## config.mk

```make
export PLATFORM = sky130hd
export DESIGN_NAME = prog_loader_flat
export DESIGN_NICKNAME = d
export VERILOG_FILES = /design/src/rtl/prog_loader_if.sv /design/src/rtl/prog_loader.sv /design/src/flat_wrapper.sv
export SDC_FILE = /design/constraint.sdc
export NUM_CORES = 1
export LEC_CHECK = 0
export CAP_MARGIN = 5
export CORE_ASPECT_RATIO = 0.6
export CORE_MARGIN = 2
export CORE_UTILIZATION = 35
export CTS_BUF_LIST = sky130_fd_sc_hd__clkbuf_4
export DETAILED_ROUTE_END_ITERATION = 16
export SLEW_MARGIN = 15
export SYNTH_ARGS = -nofsm -noshare
export SYNTH_HDL_FRONTEND = slang
export SYNTH_SLANG_ARGS = --single-unit
```

## constraint.sdc

```tcl
create_clock -name clk -period 2.3 [get_ports clk]
set_input_delay 0.46 -clock clk [delete_from_list [all_inputs] [get_ports clk]]
set_output_delay 0.46 -clock clk [all_outputs]
set_load 0.02 [all_outputs]
```

## src/rtl/prog_loader_if.sv

```systemverilog
// Host byte stream, memory write/readback port and CPU control bundle for prog_loader.
// master = host/memory side, slave = loader side.
interface prog_loader_if #(
   parameter int ADDR_W = 8,
   parameter int DATA_W = 8
);
   logic              start;
   logic [DATA_W-1:0] byte_in;
   logic              byte_valid;
   logic              byte_ready;
   logic              mem_we;
   logic [ADDR_W-1:0] mem_addr;
   logic [DATA_W-1:0] mem_wdata;
   logic              mem_rd;
   logic [DATA_W-1:0] mem_rdata;
   logic              cpu_hold;
   logic              done;
   logic              err;
   logic [2:0]        dbg_state;

   // Handshake: a byte moves on a rising edge where byte_valid && byte_ready;
   // byte_valid held while byte_ready is low keeps the byte pending, never dropped.
   modport master (
      output start, byte_in, byte_valid, mem_rdata,
      input  byte_ready, mem_we, mem_addr, mem_wdata, mem_rd, cpu_hold, done, err, dbg_state
   );

   modport slave (
      input  start, byte_in, byte_valid, mem_rdata,
      output byte_ready, mem_we, mem_addr, mem_wdata, mem_rd, cpu_hold, done, err, dbg_state
   );
endinterface

```

## src/rtl/prog_loader.sv

```systemverilog
// Framed byte-stream program loader (length, payload, checksum) that writes memory and gates CPU reset.
// Optional write-then-verify readback is enabled by defining PROG_LOADER_READBACK_EN.
module prog_loader #(
   parameter int                ADDR_W    = 8,
   parameter int                DATA_W    = 8,
   parameter logic [ADDR_W-1:0] BASE_ADDR = '0
) (
   input  logic         clk,
   input  logic         reset,
   prog_loader_if.slave bus
);

   typedef enum logic [2:0] {
      S_IDLE   = 3'd0,
      S_LEN    = 3'd1,
      S_DATA   = 3'd2,
      S_CSUM   = 3'd3,
      S_DONE   = 3'd4,
      S_ERR    = 3'd5
`ifdef PROG_LOADER_READBACK_EN
      ,
      S_WR     = 3'd6,
      S_VERIFY = 3'd7
`endif
   } state_t;

   state_t            state_q;
   logic [DATA_W-1:0] len_q;
   logic [DATA_W-1:0] cnt_q;
   logic [DATA_W-1:0] sum_q;
   logic [ADDR_W-1:0] mem_addr_q;
   logic [DATA_W-1:0] mem_wdata_q;
   logic              mem_we_q;
   logic              cpu_hold_q;
   logic              done_q;
   logic              err_q;

   logic [DATA_W-1:0] cnt_d;
   logic [DATA_W-1:0] sum_d;
   logic [ADDR_W-1:0] addr_d;
   logic              accept;

   assign bus.byte_ready = (state_q == S_LEN) || (state_q == S_DATA) || (state_q == S_CSUM);
   assign accept         = bus.byte_valid && bus.byte_ready;

   // Length byte 0 means a full 2^DATA_W frame: cnt wraps to 0 exactly on the last byte.
   assign cnt_d  = cnt_q + 1'b1;
   assign sum_d  = sum_q + bus.byte_in;
   assign addr_d = BASE_ADDR + ADDR_W'(cnt_q);

   assign bus.mem_we    = mem_we_q;
   assign bus.mem_addr  = mem_addr_q;
   assign bus.mem_wdata = mem_wdata_q;
   assign bus.cpu_hold  = cpu_hold_q;
   assign bus.done      = done_q;
   assign bus.err       = err_q;
   assign bus.dbg_state = state_q;

`ifdef PROG_LOADER_READBACK_EN
   logic mem_rd_q;
   assign bus.mem_rd = mem_rd_q;
`else
   logic unused_rdata;
   assign bus.mem_rd   = 1'b0;
   assign unused_rdata = ^bus.mem_rdata;
`endif

   always_ff @(posedge clk) begin
      if (!reset) begin
         state_q     <= S_IDLE;
         len_q       <= '0;
         cnt_q       <= '0;
         sum_q       <= '0;
         mem_addr_q  <= '0;
         mem_wdata_q <= '0;
         mem_we_q    <= 1'b0;
         cpu_hold_q  <= 1'b1;
         done_q      <= 1'b0;
         err_q       <= 1'b0;
`ifdef PROG_LOADER_READBACK_EN
         mem_rd_q    <= 1'b0;
`endif
      end else begin
         mem_we_q <= 1'b0;
`ifdef PROG_LOADER_READBACK_EN
         mem_rd_q <= 1'b0;
`endif
         case (state_q)
            S_IDLE: begin
               if (bus.start) state_q <= S_LEN;
            end
            S_LEN: begin
               if (accept) begin
                  len_q   <= bus.byte_in;
                  cnt_q   <= '0;
                  sum_q   <= '0;
                  state_q <= S_DATA;
               end
            end
            S_DATA: begin
               if (accept) begin
                  mem_we_q    <= 1'b1;
                  mem_addr_q  <= addr_d;
                  mem_wdata_q <= bus.byte_in;
                  cnt_q       <= cnt_d;
                  sum_q       <= sum_d;
`ifdef PROG_LOADER_READBACK_EN
                  state_q     <= S_WR;
`else
                  if (cnt_d == len_q) state_q <= S_CSUM;
`endif
               end
            end
`ifdef PROG_LOADER_READBACK_EN
            S_WR: begin
               // Address and data stay registered so the read targets the word just written.
               mem_rd_q <= 1'b1;
               state_q  <= S_VERIFY;
            end
            S_VERIFY: begin
               if (bus.mem_rdata != mem_wdata_q) begin
                  err_q   <= 1'b1;
                  state_q <= S_ERR;
               end else if (cnt_q == len_q) begin
                  state_q <= S_CSUM;
               end else begin
                  state_q <= S_DATA;
               end
            end
`endif
            S_CSUM: begin
               if (accept) begin
                  if (bus.byte_in == sum_q) begin
                     done_q     <= 1'b1;
                     cpu_hold_q <= 1'b0;
                     state_q    <= S_DONE;
                  end else begin
                     err_q   <= 1'b1;
                     state_q <= S_ERR;
                  end
               end
            end
            S_DONE, S_ERR: begin
               if (bus.start) begin
                  done_q     <= 1'b0;
                  err_q      <= 1'b0;
                  cpu_hold_q <= 1'b1;
                  state_q    <= S_LEN;
               end
            end
            default: state_q <= S_IDLE;
         endcase
      end
   end

endmodule
```

## src/flat_wrapper.sv

```systemverilog
// flat-port wrapper written by rule: the top's interface ports become plain ports
module prog_loader_flat 
#(
   parameter int                ADDR_W    = 8,
   parameter int                DATA_W    = 8,
   parameter logic [ADDR_W-1:0] BASE_ADDR = '0
)
  (clk, reset, bus_start, bus_byte_in, bus_byte_valid, bus_mem_rdata, bus_byte_ready, bus_mem_we, bus_mem_addr, bus_mem_wdata, bus_mem_rd, bus_cpu_hold, bus_done, bus_err, bus_dbg_state);
  prog_loader_if #(.ADDR_W(ADDR_W), .DATA_W(DATA_W)) bus_i ();
  input  logic clk;
  input  logic reset;
  input wire logic [$bits(bus_i.start)-1:0] bus_start;
  input wire logic [$bits(bus_i.byte_in)-1:0] bus_byte_in;
  input wire logic [$bits(bus_i.byte_valid)-1:0] bus_byte_valid;
  input wire logic [$bits(bus_i.mem_rdata)-1:0] bus_mem_rdata;
  output wire logic [$bits(bus_i.byte_ready)-1:0] bus_byte_ready;
  output wire logic [$bits(bus_i.mem_we)-1:0] bus_mem_we;
  output wire logic [$bits(bus_i.mem_addr)-1:0] bus_mem_addr;
  output wire logic [$bits(bus_i.mem_wdata)-1:0] bus_mem_wdata;
  output wire logic [$bits(bus_i.mem_rd)-1:0] bus_mem_rd;
  output wire logic [$bits(bus_i.cpu_hold)-1:0] bus_cpu_hold;
  output wire logic [$bits(bus_i.done)-1:0] bus_done;
  output wire logic [$bits(bus_i.err)-1:0] bus_err;
  output wire logic [$bits(bus_i.dbg_state)-1:0] bus_dbg_state;
  assign bus_i.start = bus_start;
  assign bus_i.byte_in = bus_byte_in;
  assign bus_i.byte_valid = bus_byte_valid;
  assign bus_i.mem_rdata = bus_mem_rdata;
  assign bus_byte_ready = bus_i.byte_ready;
  assign bus_mem_we = bus_i.mem_we;
  assign bus_mem_addr = bus_i.mem_addr;
  assign bus_mem_wdata = bus_i.mem_wdata;
  assign bus_mem_rd = bus_i.mem_rd;
  assign bus_cpu_hold = bus_i.cpu_hold;
  assign bus_done = bus_i.done;
  assign bus_err = bus_i.err;
  assign bus_dbg_state = bus_i.dbg_state;
  prog_loader #(.ADDR_W(ADDR_W), .DATA_W(DATA_W), .BASE_ADDR(BASE_ADDR)) u_core (.clk(clk), .reset(reset), .bus(bus_i));
endmodule
```

==> metrics.txt <==
status=completed; vias post-DR=2118; DRC=0; worst slew pin tran=633.5 ps; Nets=365; Post-Syn Area=2515 um2; die span in x=113.4 um; Crit. End Element=output pin; max_cap viols=0; Worst EP arrival=1690 ps; Slew Limit Fails=0; worst slack, placed=-161.5 ps; Pre-antenna DRT Iters=4; Post-CTS Resized=0; Reg2Reg Depth=7; hold buffers post-CTS=0; final non-filler cell area=3065 um2; TritonCTS Buffers=5; largest net degree at the start of global routing=28; Total GRT Usage=15.81%; Hold Path Depth=2; Rows=23; final total power=0.001642 W; GR Overflow Total=0; drt initial violations=108; Total Die Area=7902 um2; wire per inst=14.29 um; RSZ-0062 raised after global routing=no; vias per inst=4.995; Yosys reg bits=47; Placed Area=3008 um2; Worst-path clk slew=140 ps; n_diodes=0; Antenna Nets Post-Route=0; Tmin final=2154 ps; Final WS setup=146.4 ps; Final Hold Fails=0; Fmax=464.3 MHz; postcts setup bufs=0; Slew headroom=57.68%; GP Congestion=0.7765; Hold Crit Class=reg -> reg; clk buf depth=2; commonest non-fill, non-tap cells in the layout=nand2_1, dfxtp_1, clkdlybuf4s50_1; largest fanout on the critical path=10; initial antenna violation count=0; Layout Utilization=44.95%; number of global-route vias before repair=2035; final wirelength=6058 um; Static Leak=1.148 nW; Yosys cell types=49; first-pass GRT wire length=10040 um; period utilization=93.63%; setup violators final=0; share of cells above drive strength 1=11.57%; Yosys warnings=0; starting density of the core=36.87%; core area=6820 um2; EDFF count, synth=0; Root Buffer Master=clkbuf_4; Ports=45; port bufs=35; crit path kind=reg -> out; VDD IR max=270.5 uV; Area Growth Syn to Fin=21.89%; ys async rst share=0%; Net Count, Synth=321; Avg Cell Area, Syn=8.613 um2; most common cell after layout, fill and taps aside=nand2_1; PwrDens=535.8 nW/um2; Main synth FF type=dfxtp_1; data required time of the worst path=1840 ps; HPWL Detailed=4432 um; Min Hold Slack=459.4 ps; clock sinks=47; H-tree levels=2; die height=69.66 um; synthesized instance count=292; Clock Skew=20.71 ps; post-synthesis sequential area ratio=37.41%; worst-skew pair later-pin latency=380 ps; TritonCTS clock tree=yes; CP startpoint kind=flop
logic make-up (layout without fill, tap and decap cells):
group,count (synthesis),after routing,synth area share (%)
fa+ha+maj,9,9,4.776
compound gates,73,73,19.50
mux,11,11,4.428
buf+inv,26,71,6.119
xor+xnor,15,15,5.224
flops,47,47,37.41
simple gates,110,110,22.39
other cells,1,1,0.1491
registers in the layout (all words and copies together), names as in the netlist:
signal and flops:
u_core.bus.done 1, u_core.sum_q 8, u_core.bus.cpu_hold 1, u_core.bus.mem_we 1, u_core.bus.mem_wdata 8, u_core.bus.dbg_state 3, u_core.len_q 8, u_core.bus.mem_addr 8
u_core.cnt_q 8, u_core.bus.err 1
report_power, final:
| group | total [W] | leakage, nW | switching, W | internal (W) |
|---|---|---|---|---|
| Sequential | 0.000874 | 0.380 | 0.0000309 | 0.000843 |
| Combinational | 0.000358 | 0.739 | 0.000186 | 0.000172 |
| Clock | 0.000410 | 0.0288 | 0.000292 | 0.000118 |
cell usage after synthesis, types with 4 or more instances:
library cell  number  area share (%)
nand2_1           50             7.5
nor3b_1            4             1.2
xnor2_1            7             2.4
nor2b_1           14             3.5
mux2i_1           10             4.0
inv_1              5            0.75
xor2_1             8             2.8
o21ai_0            4            0.80
a21boi_1          18             5.4
o21ai_1           14             2.8
nor2_1            12             1.8
a21o_1             5             1.5
o31ai_1            4             1.2
a21oi_1           12             2.4
nand3b_1           4             1.2
buf_6              4             1.8
buf_4              4             1.2
nand3_1            4            0.80
ha_1               8             4.0
dfxtp_1           47              37
buf_2              9             1.8
nand2b_1           5             1.2
layer usage:
layer	share of wire, %	track usage (%)	up-vias
li1	-	-	1090
met1	54	23.87	970
met2	40	22.89	50
met3	4.8	4.021	8
met4	0.69	2.439	0
met5	0	0	-
cell type report:
| class | instances | area [um2] |
|---|---|---|
| inverters | 6 | 22.52 |
| multi-input cells | 219 | 1420 |
| flip-flops and latches | 47 | 940.9 |
| clock inverters | 3 | 20.02 |
| well taps | 87 | 108.9 |
| repair buffers | 57 | 515.5 |
| fillers | 692 | 3755 |
| clock buffers | 5 | 37.54 |
worst max-delay path, stage by stage (launching register included):
cell and delay [ps]:
dfxtp_1 550, nor2_2 80, nor2_1 90, clkdlybuf4s50_1 610
stage by stage:
stage	cells	TNS, ps
after global routing	424	0
after CTS	424	0
final	424	0
after detailed placement	416	-244.3
after floorplan	292	0
after global placement	416	-160.6
final timing paths:
kind	endpoint	startpoint	slack, ps
hold reg to reg	u_core.sum_q[4]$_SDFFE_PN0P_	u_core.sum_q[4]$_SDFFE_PN0P_	460
setup reg to reg	u_core.cnt_q[7]$_SDFFE_PN0P_	u_core.bus.dbg_state[0]$_SDFFE_PN0P_	420
hold / removal	u_core.sum_q[4]$_SDFFE_PN0P_	u_core.sum_q[4]$_SDFFE_PN0P_	460
setup / recovery	bus_byte_ready	u_core.bus.dbg_state[0]$_SDFFE_PN0P_	150
(Power assumes the default switching activity.)
